`src/rtl/subtrator_serial_8bits.sv`:
```
// rtl/subtrator_serial_8bits.sv - bit-serial A-B subtractor, LSB first, with start/busy/done handshake

// Single-bit full subtractor: d = a - b - bin, bout set when the bit borrows.
module subtrator_full_sub_cell (
  input  logic a_i,
  input  logic b_i,
  input  logic bin_i,
  output logic d_o,
  output logic bout_o
);
  assign d_o    = a_i ^ b_i ^ bin_i;
  assign bout_o = (~a_i & b_i) | (~(a_i ^ b_i) & bin_i);
endmodule

module subtrator_serial_8bits #(
  parameter int WIDTH = 8
) (
  input  logic             clk,
  input  logic             rst,
  input  logic             start,
  input  logic [WIDTH-1:0] A,
  input  logic [WIDTH-1:0] B,
  output logic             busy,
  output logic             done,
  output logic [WIDTH-1:0] S,
  output logic             Bout,
  output logic             Z,
  output logic             V
);

  localparam int CNT_W = (WIDTH > 1) ? $clog2(WIDTH) : 1;

  typedef enum logic [1:0] {
    ST_IDLE = 2'd0,
    ST_RUN  = 2'd1,
    ST_DONE = 2'd2
  } state_t;

  state_t             state_q, state_d;
  logic [WIDTH-1:0]   a_sh_q, a_sh_d;
  logic [WIDTH-1:0]   b_sh_q, b_sh_d;
  logic [WIDTH-1:0]   r_sh_q, r_sh_d;
  logic               borrow_q, borrow_d;
  logic [CNT_W-1:0]   cnt_q, cnt_d;
  logic [1:0]         sgn_q, sgn_d;
  logic [WIDTH-1:0]   s_q, s_d;
  logic               bout_q, bout_d;
  logic               z_q, z_d;
  logic               v_q, v_d;

  logic               bit_d;
  logic               bit_borrow;
  logic               last_bit;
  logic [WIDTH-1:0]   s_fin;

  subtrator_full_sub_cell u_cell (
    .a_i    (a_sh_q[0]),
    .b_i    (b_sh_q[0]),
    .bin_i  (borrow_q),
    .d_o    (bit_d),
    .bout_o (bit_borrow)
  );

  assign last_bit = (cnt_q == CNT_W'(WIDTH - 1));
  assign s_fin    = {bit_d, r_sh_q[WIDTH-1:1]};

  always_ff @(posedge clk) begin
    if (rst) begin
      state_q <= ST_IDLE;
    end else begin
      state_q <= state_d;
    end
  end

  always_comb begin
    state_d = state_q;
    case (state_q)
      ST_IDLE: if (start) state_d = ST_RUN;
      ST_RUN:  if (last_bit) state_d = ST_DONE;
      ST_DONE: state_d = ST_IDLE;
      default: state_d = ST_IDLE;
    endcase
  end

  always_comb begin
    busy = (state_q == ST_RUN);
    done = (state_q == ST_DONE);
  end

  // Result and flags only move on the RUN->DONE edge, so they hold across IDLE and the next RUN.
  always_comb begin
    a_sh_d   = a_sh_q;
    b_sh_d   = b_sh_q;
    r_sh_d   = r_sh_q;
    borrow_d = borrow_q;
    cnt_d    = cnt_q;
    sgn_d    = sgn_q;
    s_d      = s_q;
    bout_d   = bout_q;
    z_d      = z_q;
    v_d      = v_q;
    case (state_q)
      ST_IDLE: begin
        if (start) begin
          a_sh_d   = A;
          b_sh_d   = B;
          borrow_d = 1'b0;
          cnt_d    = '0;
          sgn_d    = {A[WIDTH-1], B[WIDTH-1]};
        end
      end
      ST_RUN: begin
        borrow_d = bit_borrow;
        r_sh_d   = s_fin;
        a_sh_d   = {1'b0, a_sh_q[WIDTH-1:1]};
        b_sh_d   = {1'b0, b_sh_q[WIDTH-1:1]};
        cnt_d    = cnt_q + CNT_W'(1);
        if (last_bit) begin
          s_d    = s_fin;
          bout_d = bit_borrow;
          z_d    = (s_fin == '0);
          v_d    = (sgn_q[1] != sgn_q[0]) && (s_fin[WIDTH-1] != sgn_q[1]);
        end
      end
      default: begin
      end
    endcase
  end

  always_ff @(posedge clk) begin
    if (rst) begin
      a_sh_q   <= '0;
      b_sh_q   <= '0;
      r_sh_q   <= '0;
      borrow_q <= 1'b0;
      cnt_q    <= '0;
      sgn_q    <= '0;
      s_q      <= '0;
      bout_q   <= 1'b0;
      z_q      <= 1'b0;
      v_q      <= 1'b0;
    end else begin
      a_sh_q   <= a_sh_d;
      b_sh_q   <= b_sh_d;
      r_sh_q   <= r_sh_d;
      borrow_q <= borrow_d;
      cnt_q    <= cnt_d;
      sgn_q    <= sgn_d;
      s_q      <= s_d;
      bout_q   <= bout_d;
      z_q      <= z_d;
      v_q      <= v_d;
    end
  end

  assign S    = s_q;
  assign Bout = bout_q;
  assign Z    = z_q;
  assign V    = v_q;

endmodule

```
`config.mk`:
```
export PLATFORM = sky130hd
export DESIGN_NAME = subtrator_serial_8bits
export DESIGN_NICKNAME = d
export VERILOG_FILES = /design/src/rtl/subtrator_serial_8bits.sv
export SDC_FILE = /design/constraint.sdc
export NUM_CORES = 1
export LEC_CHECK = 0
export ABC_AREA = 1
export CAP_MARGIN = 20
export CELL_PAD_IN_SITES_DETAIL_PLACEMENT = 0
export CELL_PAD_IN_SITES_GLOBAL_PLACEMENT = 1
export CORE_ASPECT_RATIO = 1.4
export CORE_MARGIN = 3
export CORE_UTILIZATION = 40
export DETAILED_ROUTE_END_ITERATION = 6
export PLACE_DENSITY = 0.91
export SLEW_MARGIN = 20
export SYNTH_ARGS = -nofsm -noshare
export SYNTH_HDL_FRONTEND = slang
export SYNTH_SLANG_ARGS = --single-unit
export TNS_END_PERCENT = 50
```
`constraint.sdc`:
```
create_clock -name clk -period 3.8 [get_ports clk]
set_input_delay 0.38 -clock clk [delete_from_list [all_inputs] [get_ports clk]]
set_output_delay 0.38 -clock clk [all_outputs]
set_load 0.1 [all_outputs]
```
Word-level counts from Yosys, hierarchy flattened
Index checks and enable logic that the tools add are counted.
W data, S select, Z words.
{"block": "classes", "add_sub_neg": 1, "n_eq_ne": 7, "mux": 11, "n_bitwise": 7, "reduce_logical": 8}
{"op": "$pmux W8 S2", "count": 2}
{"op": "$mux W8", "count": 2}
{"op": "$logic_not A8 Y1", "count": 1}
{"op": "$reduce_and A2 Y1", "count": 4}
{"op": "$pmux W3 S2", "count": 1}
{"op": "$mux W2", "count": 2}
{"op": "$pmux W2 S2", "count": 1}
{"op": "$add A3 B1 Y3 const B", "count": 1}
{"op": "$eq A3 B3 Y1 const B", "count": 1}
{"op": "$mux W3", "count": 1}
{"op": "$and A1 B1 Y1", "count": 2}
{"op": "$eq A2 B1 Y1 const B", "count": 1}
{"op": "$eq A2 B2 Y1 const B", "count": 1}
{"op": "$logic_not A2 Y1", "count": 1}
{"op": "$ne A1 B1 Y1", "count": 2}
{"op": "$ne A2 B1 Y1 const B", "count": 1}
{"op": "$ne A2 B2 Y1 const B", "count": 1}
{"op": "$not A1 Y1", "count": 2}
{"op": "$pmux W1 S2", "count": 1}
{"op": "$reduce_bool A2 Y1", "count": 1}
{"op": "$xor A1 B1 Y1", "count": 2}
{"op": "$logic_and A1 B1 Y1", "count": 1}
{"op": "$mux W1", "count": 1}
{"op": "$or A1 B1 Y1", "count": 1}
{"block": "word_totals", "register_bits": 43, "inputBits": 19, "output_inout_bits": 13, "word_cells": 45}

Longest topological paths before layout
Gate-level depths: netlist (run 1).
{"block": "depth", "depth_word": 5, "ltp_mapped": 7, "depth_no_buf": 7}

Hierarchy
A second synthesis (run 1) with hierarchy kept.
{"block": "unflattened", "hier_cells": 275, "area_unflattened_um2": 1845.5}
{"module": "subtrator_serial_8bits", "n_inst": 1, "cells_per_inst": 271, "area_per_inst_um2": 1814.2, "seq_area_each_um2": 840.8}
{"module": "subtrator_full_sub_cell", "n_inst": 1, "cells_per_inst": 4, "area_per_inst_um2": 31.3, "seq_area_each_um2": 0.0}

Worst setup path after synthesis (run 1)
No wires, ideal clock.
{"block": "synth_timing", "kind": "reg-to-output", "start": "register state_q[0]", "end": "output done", "arrival_ns": 1.901, "path_slack_ns": 1.519, "path_stages_with_launch": 4, "cell_sequence": "dfxtp_1 buf_4 clkbuf_1 nor2_1"}
{"block": "synth_via", "elab_chain_len": 1}
{"element": "from (decl)", "line_no": "39", "source": "state_t state_q, state_d;"}
{"element": "from (signal assigned)", "line_no": "71", "source": "state_q <= state_d;"}
{"element": "$eq A2 B2 Y1", "line_no": "87", "source": "done = (state_q == ST_DONE);"}
{"element": "to (decl)", "line_no": "24", "source": "output logic done,"}
Every way passes these cells.

Worst setup path in the final report (run 1)
Same ends and word-level chain as after synthesis.

==> results.md, run 1 <==
- Syn avg cell area: roughly 7.2 sq um
- CP required: 3420 ps
- Top Ports: 32
- Leak: 0.971 nW
- Drt drc: 0
- Most common cell after layout, fill and taps aside: nand3_1
- Flop and latch count out of synthesis: 42
- Final hold viol count: 0
- CTS Sinks: 42
- Pwr Density: about 400 mW/mm^2
- Hold_ws: around 460 ps
- Xor and xnor area share after synthesis: 0
- Synth Area in Adders: 0.0241
- Sw frac: 0.267
- Cell taking the most area after synthesis: dfxtp_1
- Compound-gate portion of the synthesized area: 0.118
- Synth Cell Area: ~0.0019 sq mm
- Mux cell area share after synthesis: 0
- Top sig layer: met4
- Proportion of netlist area held by the largest area contributor: 0.450
- WL/cell: about 11 um
- Port bufs: 31
- Clock Skews: roughly 5.7 ps
- Register-to-Register Path Depth: 4
- Final net count: between 300 and 400
- Max cap viols: 0
- First-pass DRT Iterations: 5
- Post-cts gate resize count: 0
- Worst-path clk slew: 80 ps
- First-pass GRT wire length: about 7000 um
- Worst min path class: register to register
- Slew at the pin with the worst max-slew slack: 967 ps
- Distinct cells, synth: 22
- Total grt overflow: 0
- Post-synthesis simple-gate area fraction: 0.280
- Clock Power Share: 0.323
- WS Path Type: register to primary output
- Sequential share of power: 0.532
- Internal power: between 0.0006 and 0.0007 W
- Outcome: completed
- Worst Setup Start Kind: register
- Post-CTS setup buffers: 0
- Area Overhead vs Synth: 21.0%
- Wl on met1: roughly 1700 um
- Fmax: between 300 and 400 MHz
- Min cycle time layout: approximately 2500 ps
- Crit path DAT: 2140 ps
- Combinational share of power: 0.145
- Register area share after synthesis: 0.450
- Layout cells sized above 1: 0.0563
- Largest net degree at the start of global routing: between 40 and 50
- Syn_nets: ~280
- Hold Crit Depth: 1
- Yosys warns: 0
- Setup TNS: 0 ps
- Worst rel slew slack: 0.353
- Die area: 0.00554 sq mm
- Initial Utilization: 0.427
- Ant diodes: 0
- Htree depth: 2
- Floorplan core area: approximately 0.0044 sq mm
- CTS Buf Count: 5
- Initial antenna violation count: 0
- RSZ-0062 raised after global routing: false
- DR vias: between 1500 and 2000
- Final WL: ~4000 um
- WL met3: between 150 and 200 um
- CP Capture Type: primary output
- P_sw: around 0.00024 W
- Via density: roughly 5
- Worst skew pair latency: ~290 ps
- Top post-synthesis cells by area: dfxtp_1, nand3_1, inv_1
- GPL Wtd Cong: between 0.7 and 0.8
- Largest family of logic cells by synthesized area: simple AND/OR/NAND/NOR gates
- Most frequent cells in the layout: nand3_1, dfxtp_1, inv_1
- Cell Rows: 28
- Tcrit/Tclk final: 0.662
- Hold buffers post-CTS: 0
- Final HPWL from detailed placement: 2620 um
- DR iter-0 viols: approximately 120
- Post-Synthesis Cells: 260
- Die H: 86.9 um
- CTS Buffer Depth: 2
- Root Driver: clkbuf_8
- GRT Resource Usage Total: 0.157
- VDD IR-drop max: roughly 0.00018 V
- Die W: 63.8 um
- CTS tree: done
- Vias in the first global route: between 1500 and 2000
- Final slew viol count: 0
- Final setup viols: 0
- Critical Path Fanout Max: 17
- Met2 Wirelength: between 1500 and 2000 um
- Antenna viol nets, final: 0
==> cell usage after synthesis, drive strengths merged <==
| library cell | n |
|---|---|
| inv | 40 |
| nor2 | 31 |
| dfxtp | 42 |
| clkbuf | 5 |
| a211oi | 2 |
| nand2 | 30 |
| ha | 2 |
| fa | 1 |
| a21oi | 25 |
| nand3b | 1 |
| or2 | 1 |
| buf | 11 |
| nand3 | 53 |
| o21ai | 16 |
==> worst paths after layout <==
check,from,end,slack (ps)
min,cnt_q[0]$_SDFFE_PP0P_,cnt_q[0]$_SDFFE_PP0P_,460
max reg2reg,state_q[0]$_SDFFE_PP0P_,a_sh_q[6]$_SDFFE_PP0P_,1690
min reg2reg,cnt_q[0]$_SDFFE_PP0P_,cnt_q[0]$_SDFFE_PP0P_,460
max,state_q[0]$_SDFFE_PP0P_,done,1280
==> metal layers <==
layer	track usage	vias to the layer above
met5	0	-
met4	0.0727	0
met3	0.0349	8
met2	0.268	38
met1	0.188	757
li1	-	878
==> logic make-up after synthesis <==
group                      after synthesis
adders and majority gates                3
AOI/OAI and AO/OA                       43
buffers and inverters                   56
DFF                                     42
and+or+nand+nor                        116
==> power groups by stage <==
stage	clock, W	combinational [W]	sequential (W)
floorplan	0	0.000103	0.000486
global placement	0	0.000131	0.000493
detailed placement	0	0.000134	0.000493
CTS	0.000302	0.000134	0.000483
global route	0.000322	0.000151	0.000487
finish	0.000293	0.000132	0.000483
==> critical path: stages (launching register included) <==
cell and delay [ps]:
dfxtp_1 500, nor2_1 200, clkdlybuf4s50_1 1150
==> cell type report <==
cell class / instances / area (sq um)
fill: 465 / 2120
sequential: 42 / 841
multi-input combinational: 162 / 788
timing repair buffer: 32 / 315
inverter: 40 / 150
clock buffer: 7 / 86.3
tap: 60 / 75.1
clock inverter: 1 / 5.00
==> state kept, by name, indices dropped and copies added (netlist names) <==
signal / flops
Bout: 1
S: 8
V: 1
Z: 1
a_sh_q: 8
b_sh_q: 8
borrow_q: 1
cnt_q: 3
r_sh_q: 7
sgn_q: 2
state_q: 2
==> per-stage QoR <==
step / total power, W / utilization / cells / instance area (sq um) / worst slack [ps]
5_1_grt: 0.000960 / 0.516 / 344 / 2260 / 1200
6_report: 0.000908 / 0.516 / 344 / 2260 / 1280
4_1_cts: 0.000919 / 0.516 / 344 / 2260 / 1280
3_3_place_gp: 0.000624 / 0.495 / 336 / 2170 / 1630
2_1_floorplan: 0.000589 / - / 260 / 1870 / 1520
3_5_place_dp: 0.000627 / 0.495 / 336 / 2170 / 1640
Power figures use the tool's default switching activity.
==> run 2: changes to the inputs <==
- CORE_UTILIZATION: 40 -> 37
- PLACE_DENSITY: 0.91 -> 0.86
- clock period: 3.8 -> 2.6 ns (I/O delays scaled with it)
==> results.md, run 2 (synthesis results as in run 1) <==
- Final WL: 3980 um (+1.2%)
- Crit-path slowest cell: nand2_2
- Min cycle time layout: approximately 1600 ps
- Worst R2R Start: state_q[1]$_SDFFE_PP0P_
- Final net count: 309 (+1.3%)
- VDD IR-drop max: 0.000273 V (+49%)
- RSZ-0062 raised after global routing: false
- CTS tree: done
- Clock Skews: 3.32 ps (-2.39 ps)
- Die area: 0.00595 sq mm (+7.4%)
- Tcrit/Tclk final: 0.622
- Floorplan core area: 0.00488 sq mm (+11%)
- Die H: 90.1 um (+3.7%)
- Register-to-Register Path Depth: 6 (+2)
- Fin util: 0.461 (-0.0550)
- First-pass DRT Iterations: 4 (-1)
- Final HPWL from detailed placement: 2640 um (+0.57%)
- Register-to-register setup slack: 980 ps (-710 ps)
- Layout cells sized above 1: 0.105 (+0.0482)
- WL/cell: 11.3 um (-0.80%)
- DR iter-0 viols: 120 (+3.4%)
- Die W: 66.1 um (+3.6%)
- Initial antenna violation count: 0 (unchanged)
- Ant diodes: 0 (unchanged)
- Fmax: 619 MHz
- CTS Buffer Depth: 2 (unchanged)
- Cell Rows: 30 (+7.1%)
- Worst Setup Start Kind: register
- Worst path cell trace: inv_2, nand2_2, buf_4, nand2_1, nand3_1, a21oi_1
- CTS Buf Count: 5 (unchanged)
- Drt drc: 0 (unchanged)
- DR vias: 1668 (-0.77%)
- Largest net degree at the start of global routing: 25 (-43%)
- GPL Wtd Cong: 0.721 (-3.5%)
- Post-cts gate resize count: 0 (unchanged)
- Worst rel slew slack: 0.719 (+0.365)
- Area Overhead vs Synth: 20.5%
- Worst-path clk slew: 70 ps (about the same)
- Htree depth: 2 (unchanged)
- Critical Path Fanout Max: 22 (+5)
- Antenna viol nets, final: 0 (unchanged)
- Worst skew pair latency: 290 ps (about the same)
- Post-CTS setup buffers: 0 (unchanged)
- Setup TNS: 0 ps (unchanged)
- Vias in the first global route: 1581 (-0.88%)
- Total grt overflow: 0 (unchanged)
- First-pass GRT wire length: 6990 um (-0.10%)
- CTS Sinks: 42 (unchanged)
- R2R Path End: a_sh_q[0]$_SDFFE_PP0P_
- CP required: 2820 ps (-600 ps)
- Max cap viols: 0 (unchanged)
- Leak: 1.01 nW (+3.5%)
- Via density: 4.75 (-2.8%)
- Final slew viol count: 0 (unchanged)
- Initial Utilization: 0.383 (-0.0438)
- Most frequent cells in the layout: nand3_1, dfxtp_1, inv_1
- Worst stage delay on the critical path: 340 ps (-810 ps)
- Final setup viols: 0 (unchanged)
- Most common cell after layout, fill and taps aside: nand3_1
- Top Ports: 32 (unchanged)
- Final hold viol count: 0 (unchanged)
- Worst Setup EP: a_sh_q[0]$_SDFFE_PP0P_
- Outcome: completed
- Port bufs: 31 (unchanged)
- Crit path DAT: 1840 ps (-300 ps)
- CP Capture Type: register
- GRT Resource Usage Total: 0.146 (-0.0109)
- WS Path Type: register to register
- Worst min path class: register to register
- Slew at the pin with the worst max-slew slack: 420 ps (-547 ps)
- Root Driver: clkbuf_8
- Pwr Density: 574 mW/mm^2 (+43%)
- Hold buffers post-CTS: 0 (unchanged)
- Critical path startpoint: state_q[1]$_SDFFE_PP0P_
==> run 2: changes by cell type in the layout (fill, tap and decap cells not counted) <==
cell,delta
clkbuf_1,+1
buf_4,+16
clkbuf_8,-1
clkdlybuf4s50_1,-12
clkinv_2,-1
==> run 2: worst min-delay path by stage <==
stage	from	to	slack, ps	cells after the start
6_report	S[2]$_SDFFE_PP0P_	S[2]$_SDFFE_PP0P_	480	2
2_1_floorplan	B[7]	sgn_q[0]$_SDFFE_PP0P_	420	2
4_1_cts	a_sh_q[4]$_SDFFE_PP0P_	a_sh_q[4]$_SDFFE_PP0P_	490	2
3_5_place_dp	a_sh_q[4]$_SDFFE_PP0P_	a_sh_q[4]$_SDFFE_PP0P_	470	2
5_1_grt	a_sh_q[5]$_SDFFE_PP0P_	a_sh_q[5]$_SDFFE_PP0P_	500	2
3_3_place_gp	cnt_q[0]$_SDFFE_PP0P_	cnt_q[0]$_SDFFE_PP0P_	450	1
==> run 2: cell type report <==
class	instances	area [sq um]
Timing Repair Buffer	36	315
Fill cell	543	2630
Clock buffer	7	76.3
Tap cell	64	80.1
Inverter	40	150
Multi-Input combinational cell	162	788
Sequential cell	42	841
==> run 2: worst max-delay path, delay by kind of cell, from the launching register on <==
kind / cells / cell delay (ps)
buf+inv: 2 / 580
simple gates: 3 / 490
flops: 1 / 330
compound gates: 1 / 130
==> run 2: metrics by stage <==
| stage | worst slack [ps] | std cells | hold WS, ps | power, W | area [sq um] |
|---|---|---|---|---|---|
| after floorplan | 439 | 260 | 425 | 0.000861 | 1870 |
| after CTS | 967 | 351 | 486 | 0.00131 | 2250 |
| after global placement | 992 | 344 | 449 | 0.000919 | 2170 |
| final | 984 | 351 | 484 | 0.00129 | 2250 |
| after global routing | 804 | 351 | 498 | 0.00137 | 2250 |
| after detailed placement | 970 | 344 | 473 | 0.000922 | 2170 |
==> run 2: power by group <==
part / internal [W] / total (W) / leakage (nW) / switching (W)
registers: 0.000680 / 0.000703 / 0.344 / 0.0000229
logic: 0.0000854 / 0.000204 / 0.623 / 0.000119
clock network: 0.000185 / 0.000386 / 0.0383 / 0.000201
==> run 2: metal layers <==
layer	global-route usage	routed length, um
met1	0.170	1710
met2	0.256	2050
met3	0.0375	155
met4	0.0458	58
met5	0	0
